[src/rtl/sum_result_fifo.sv]
`default_nettype none
// ============================================================================
// Module   : sum_result_fifo
// Brief    : First-word-fall-through FIFO that buffers adder sums. It tracks
//            occupancy, a high-water mark and a sticky overflow flag.
// Revision : 1.0 - initial release
// ============================================================================
module sum_result_fifo #(
    parameter int DATA_W = 5,
    parameter int DEPTH  = 8,
    parameter int CNT_W  = $clog2(DEPTH + 1)
) (
    input  logic              clk,
    input  logic              reset,
    input  logic              in_valid,
    input  logic [DATA_W-1:0] in_data,
    output logic              out_valid,
    input  logic              out_ready,
    output logic [DATA_W-1:0] out_data,
    output logic [CNT_W-1:0]  count,
    output logic              full,
    output logic              empty,
    output logic [CNT_W-1:0]  hwm,
    output logic              overflow
);

    localparam int PTR_W = $clog2(DEPTH);

    logic [DATA_W-1:0] r_mem [DEPTH];
    logic [PTR_W-1:0]  r_wr_ptr;
    logic [PTR_W-1:0]  r_rd_ptr;
    logic [CNT_W-1:0]  r_count;
    logic [CNT_W-1:0]  r_hwm;
    logic              r_overflow;

    logic              w_full;
    logic              w_empty;
    logic              w_pop;
    logic              w_push;
    logic              w_drop;
    logic [CNT_W-1:0]  w_count_nxt;

    // Full/empty come from the registered count; the pointers alone cannot
    // tell a full buffer from an empty one.
    assign w_full  = (r_count == CNT_W'(DEPTH));
    assign w_empty = (r_count == '0);

    always_comb begin
        w_pop       = !w_empty && out_ready;
        w_push      = in_valid && (!w_full || w_pop);
        w_drop      = in_valid && w_full && !w_pop;
        w_count_nxt = r_count;
        if (w_push && !w_pop) begin
            w_count_nxt = r_count + CNT_W'(1);
        end else if (w_pop && !w_push) begin
            w_count_nxt = r_count - CNT_W'(1);
        end
    end

    always_ff @(posedge clk) begin
        if (reset) begin
            r_wr_ptr   <= '0;
            r_rd_ptr   <= '0;
            r_count    <= '0;
            r_hwm      <= '0;
            r_overflow <= 1'b0;
        end else begin
            // DEPTH is a power of two, so the pointers wrap by natural rollover.
            if (w_push) begin
                r_wr_ptr <= r_wr_ptr + PTR_W'(1);
            end
            if (w_pop) begin
                r_rd_ptr <= r_rd_ptr + PTR_W'(1);
            end
            r_count <= w_count_nxt;
            if (w_count_nxt > r_hwm) begin
                r_hwm <= w_count_nxt;
            end
            if (w_drop) begin
                r_overflow <= 1'b1;
            end
        end
    end

    // Storage is deliberately not reset; out_data is don't-care while empty.
    always_ff @(posedge clk) begin
        if (!reset && w_push) begin
            r_mem[r_wr_ptr] <= in_data;
        end
    end

    assign out_valid = !w_empty;
    assign out_data  = r_mem[r_rd_ptr];
    assign count     = r_count;
    assign full      = w_full;
    assign empty     = w_empty;
    assign hwm       = r_hwm;
    assign overflow  = r_overflow;

endmodule
`default_nettype wire
[config.mk]
export PLATFORM = sky130hd
export DESIGN_NAME = sum_result_fifo
export DESIGN_NICKNAME = d
export VERILOG_FILES = /design/src/rtl/sum_result_fifo.sv
export SDC_FILE = /design/constraint.sdc
export NUM_CORES = 1
export LEC_CHECK = 0
export BUFFER_PORTS_ARGS = -buffer_cell sky130_fd_sc_hd__buf_2
export CORE_MARGIN = 5
export CORE_UTILIZATION = 60
export CTS_BUF_LIST = sky130_fd_sc_hd__clkbuf_16
export CTS_CLUSTER_SIZE = 25
export DETAILED_ROUTE_END_ITERATION = 6
export HOLD_SLACK_MARGIN = 0.15
export PLACE_DENSITY = 0.91
export RECOVER_POWER = 25
export SLEW_MARGIN = 20
export SYNTH_ARGS = -nofsm -noshare
export SYNTH_HDL_FRONTEND = slang
export SYNTH_SLANG_ARGS = --single-unit
[constraint.sdc]
create_clock -name clk -period 7.2 [get_ports clk]
set_input_delay 0.72 -clock clk [delete_from_list [all_inputs] [get_ports clk]]
set_output_delay 0.72 -clock clk [all_outputs]
set_load 0.01 [all_outputs]
# Word-level counts from Yosys, hierarchy flattened
# Memory sizes are Yosys's and may differ from the RTL's. A register that Yosys moved wholly into a read port is not among the register bits.
# Cells that the tools add are included.
word_totals:
  register_bits: 15
  n_memories: 1
  out_inout_bits: 17
  ramBits: 40
  elab_cells: 32
classes:
  reduce_logical: 14
  magnitude_cmp: 1
  n_eq_ne: 1
  mux: 6
  add_sub_neg: 4
mem_list:
  columns: ["memory", "depth", "word_bits", "read_ports", "rd_clocked_by_memory_dff", "wr", "line", "source"]
  rows:
  - ["r_mem", 8, 5, 1, 1, 1, "29", "logic [DATA_W-1:0] r_mem [DEPTH];"]
ops:
  columns: ["op", "count"]
  rows:
  - ["2-to-1 mux 4 bit", 2]
  - ["logical AND 1 bit", 7]
  - ["adder 3 x 1 -> 3 bit (second input constant)", 2]
  - ["2-to-1 mux 3 bit", 2]
  - ["zero test 1 bit", 5]
  - ["adder 4 x 1 -> 4 bit (second input constant)", 1]
  - ["== test 4 bit (second input constant)", 1]
  - ["> comparator 4 bit", 1]
  - ["zero test 4 bit", 1]
  - ["subtractor 4 x 1 -> 4 bit (second input constant)", 1]
  - ["2-to-1 mux 1 bit", 2]
  - ["logical OR 1 bit", 1]

# Depth between registers and ports, before layout
logic_depth:
  ltp_word: 10
  ltp_mapped: 14
  depth_no_buf: 12

# Least setup slack after synthesis
# OpenSTA, ideal clock, no wires.
synth_timing:
  path_type: "flip-flop to flip-flop"
  start: "register r_count[1], in the netlist count[1]"
  end: "register r_hwm[2], in the netlist hwm[2]"
  t_arrival_ns: 2.925
  path_stages_with_launch: 15
  setup_ns: 0.128
  slack_ns: 4.147
  path_cell_list: "dfxtp_1 > inv_1 > ha_1 > or3b_1 > buf_6 > and2_4 > buf_6 > a32o_1 > or2_4 > ha_1 > nor2b_1 > o211ai_1 > a21oi_1 > mux2i_1 > nor2_1"
synth_via:
  elab_chain_cells: 10
synth_rtl:
  columns: ["element", "line", "source"]
  rows:
  - ["start: declaration", "32", "logic [CNT_W-1:0] r_count;"]
  - ["start signal: assignment", "75", "r_count <= w_count_nxt;"]
  - ["zero test 4 bit (*)", "46", "assign w_empty = (r_count == '0);"]
  - ["zero test 1 bit (*)", null, null]
  - ["via out_valid", "17", "output logic out_valid,"]
  - ["logical AND 1 bit (*)", "49", "w_pop = !w_empty && out_ready;"]
  - ["logical OR 1 bit", "50", "w_push = in_valid && (!w_full || w_pop);"]
  - ["logical AND 1 bit", "50", null]
  - ["zero test 1 bit", "55", "end else if (w_pop && !w_push) begin"]
  - ["logical AND 1 bit", "55", null]
  - ["2-to-1 mux 4 bit", "55", null]
  - ["2-to-1 mux 4 bit (*)", "53", "if (w_push && !w_pop) begin"]
  - ["via w_count_nxt[1]", "41", "logic [CNT_W-1:0] w_count_nxt;"]
  - ["> comparator 4 bit (*)", "76", "if (w_count_nxt > r_hwm) begin"]
  - ["end signal: assignment", "77", "r_hwm <= w_count_nxt;"]
  - ["end: declaration", "33", "logic [CNT_W-1:0] r_hwm;"]
# Mark *: on every way through the listed nets, which the timed path passes. The rest lies on a longest branch.
# A chain may end at the register's enable or synchronous reset.

# Worst setup path after layout
layout_timing:
  start: "register r_count[0], in the netlist count[0]"
  end: "register r_hwm[3], in the netlist hwm[3]"
layout_via:
  elab_chain_cells: 10
layout_rtl:
  columns: ["element", "line"]
  rows:
  - ["zero test 4 bit", "46"]
  - ["zero test 1 bit", "49"]
  - ["logical AND 1 bit", "49"]
  - ["logical OR 1 bit", "50"]
  - ["logical AND 1 bit", "50"]
  - ["zero test 1 bit", "55"]
  - ["logical AND 1 bit", "55"]
  - ["2-to-1 mux 4 bit", "55"]
  - ["2-to-1 mux 4 bit (*)", "53"]
  - ["via w_count_nxt[1]", "41"]
  - ["> comparator 4 bit (*)", "76"]
# Marks and branches as above.

==> metrics <==
status finished clean; top_reg_cell synth edfxtp_1; total number of vias 1518; vias per cell 5.82; Clock Latency Late Sink 320 ps; Buf+Inv Stages, Crit Path 1; WL/cell ~18 um; Post-synth EDFFs 40; static leakage about 1.1 nW; Post-Route WL 4640 um; Critical Path End Type flop; Pwr per Cell Area 367 mW/mm^2; post-route insts no fill 261; fill count 258; main area contributors after synthesis edfxtp_1, dfxtp_1, mux4_2, ha_1, nor2_1; sequential-to-total area share from yosys stat 0.616; standard-cell rows 23; Final min period approximately 3200 ps; synth-to-layout area growth 15.7%; pin count of the biggest net entering global routing 20; die height 75 um; DRT iter0 DRCs 89; antenna viol nets, final 0; R2R depth 12; Clock Tree Root clkbuf_16; die area roughly 0.0056 sq mm; setup_tns 0 ps; Worst Path Required 7400 ps; Peak VDD IR 0.238 mV; Top cell by count, worst path ha_1; number of setup buffers added after CTS 0; crit-path cells inv_1 -> ha_1 -> or3b_1 -> and2_4 -> a32o_1 -> or2_4 -> ha_1 -> nor2b_1 -> o211ai_1 -> a21oi_1 -> mux2i_1 -> nor2_1; routability congestion estimate a little under 0.8; share of layout cells above drive strength 1 0.246; ANT cells 0; setup violators final 0; total congestion overflow 0; HP Start overflow; Core Box Area 0.00406 sq mm; CTS H-Tree Depth 3; Layout Skew about 8.1 ps; vias in the first global route 1526; post-synth top area cell edfxtp_1; Yosys top cell area share 0.474; global-route wire length before repair 7420 um; yosys warns 0; # IOs 26; Crit. path cell count 12; Synth Cell Area 0.00253 sq mm; # clock sinks 58; hold buffer count at CTS 0; period utilisation layout 0.449; Num CTS Buffers 9; Post-Syn Instances between 150 and 200; Placed Instances 245; Crit path arrival time 3430 ps; Slew @ Worst Pin 958 ps; clock buffer depth 2; PortBufs 25; total track usage 0.191; TritonCTS clock tree built; Hold Violations, Final 0; Core Util, Final 0.723; reg2reg start count[0]; fin nets 223; Critical path destination hwm[3]; Post-DP HPWL 2990 um; CP startpoint kind flop; CP max FO 6; Hold Path Class flop to flop; Resize count post-CTS 0; kind of cell adding the most delay to the critical path simple AND/OR/NAND/NOR gates; DR DRC count 0; Synth cell types 42; internal reg-to-reg setup slack 3970 ps; initial antenna violation count 0; worst r2r dst hwm[3]; crit path launch count[0]; Max Cap Viol 0; unrepaired setup endpoints after global routing no; fmax 0.310 GHz; Post-Syn Area per Cell 14.2 sq um; Die Span X ~75 um; ys async rst share 0; synthesis-stage register bit count 58; syn nets about 200; Pins Over Slew Limit 0; critical path class flop to flop; clk slew on worst S/H paths ~50 ps; CP max stage cell or3b_1; slowest stage delay, CP around 450 ps; relative slew slack 0.357; Initial Utilization 0.625; Pre-antenna DRT Iters 4
[placed cells by master, fill, tap and decap left out, types with 2 or more instances in the layout]
cell type / netlist / routed
xnor2_1: 2 / 2
buf_2: 1 / 20
and3_1: 3 / 3
ha_1: 8 / 8
mux2i_1: 4 / 4
clkbuf_1: 2 / 5
nand2_1: 8 / 8
nand2b_1: 5 / 5
a21oi_1: 8 / 8
dfxtp_1: 18 / 18
clkinv_1: 0 / 3
clkbuf_16: 0 / 9
nand3_1: 3 / 3
nor2b_1: 4 / 4
mux2_2: 5 / 5
edfxtp_1: 40 / 40
mux4_2: 10 / 10
nor3_1: 2 / 2
inv_1: 8 / 10
xor2_1: 3 / 3
nor2_1: 18 / 18
[how the worst min path moves through the flow]
stage | end | depth (start not counted)
floorplan | flop | 2
global placement | overflow | 2
detailed placement | overflow | 2
CTS | overflow | 2
global route | overflow | 2
finish | overflow | 2
[registers in the layout, summed over array words and instances, names as in the netlist, named ones only]
register,count
r_mem,40
count,4
hwm,4
r_rd_ptr,3
r_wr_ptr,3
overflow,1
[cell type report]
class	instances	area, sq um	area share
clock buffers	9	225	0.0768
repair buffers	25	119	0.0405
flip-flops and latches	58	1560	0.532
inverters	8	30.0	0.0102
multi-input cells	104	882	0.301
well taps	50	62.6	0.0213
clock inverters	7	53.8	0.0183
[cells by family after synthesis]
| group | count (synthesis) | share of synthesized area |
|---|---|---|
| flops | 58 | 0.616 |
| xor+xnor | 5 | 0.0173 |
| compound gates | 18 | 0.0489 |
| fa+ha+maj | 8 | 0.0395 |
| mux | 19 | 0.127 |
| buf+inv | 16 | 0.0360 |
| simple gates | 54 | 0.116 |
[power by group]
group	total, mW	internal (mW)	switching, mW
Clock	0.398	0.260	0.138
Combinational	0.261	0.132	0.129
Sequential	0.417	0.383	0.0345
[worst register-to-register path, cell delays in order, from the launching register on]
cell	delay (ps)
dfxtp_1	370
inv_1	80
ha_1	230
or3b_1	450
and2_4	220
a32o_1	220
or2_4	250
ha_1	290
nor2b_1	160
o211ai_1	100
a21oi_1	450
mux2i_1	250
nor2_1	50
[synth_stat cells (all sizes together) (2+ instances only)]
master  instances
nor2b           5
mux2i           4
xor2            3
edfxtp         40
ha              8
nand2b          5
nor2           18
dfxtp          18
mux4           10
buf             6
clkbuf          2
nand2           8
nor3            2
mux2            5
inv             8
and2            2
nand3           3
xnor2           2
a21oi           8
and3            3
[per-layer routing]
metal	share of wire	wire (um)	global-route usage	up-vias
met3	0.081	378	0.0587	13
li1	-	-	-	715
met2	0.50	2330	0.312	47
met5	0	0	0	-
met4	0.023	108	0.101	0
met1	0.39	1820	0.225	743
[per-stage QoR]
stage          power, mW  hold WS (ps)  setup WS [ps]  area [sq um]
3_3_place_gp       0.670           447           4080          2660
2_1_floorplan      0.623           450           4150          2530
3_5_place_dp       0.684           463           3950          2660
4_1_cts             1.08           474           3980          2940
5_1_grt             1.13           523           3710          2930
6_report            1.08           472           3970          2930
Note: power is estimated with default switching activity, not from simulation.
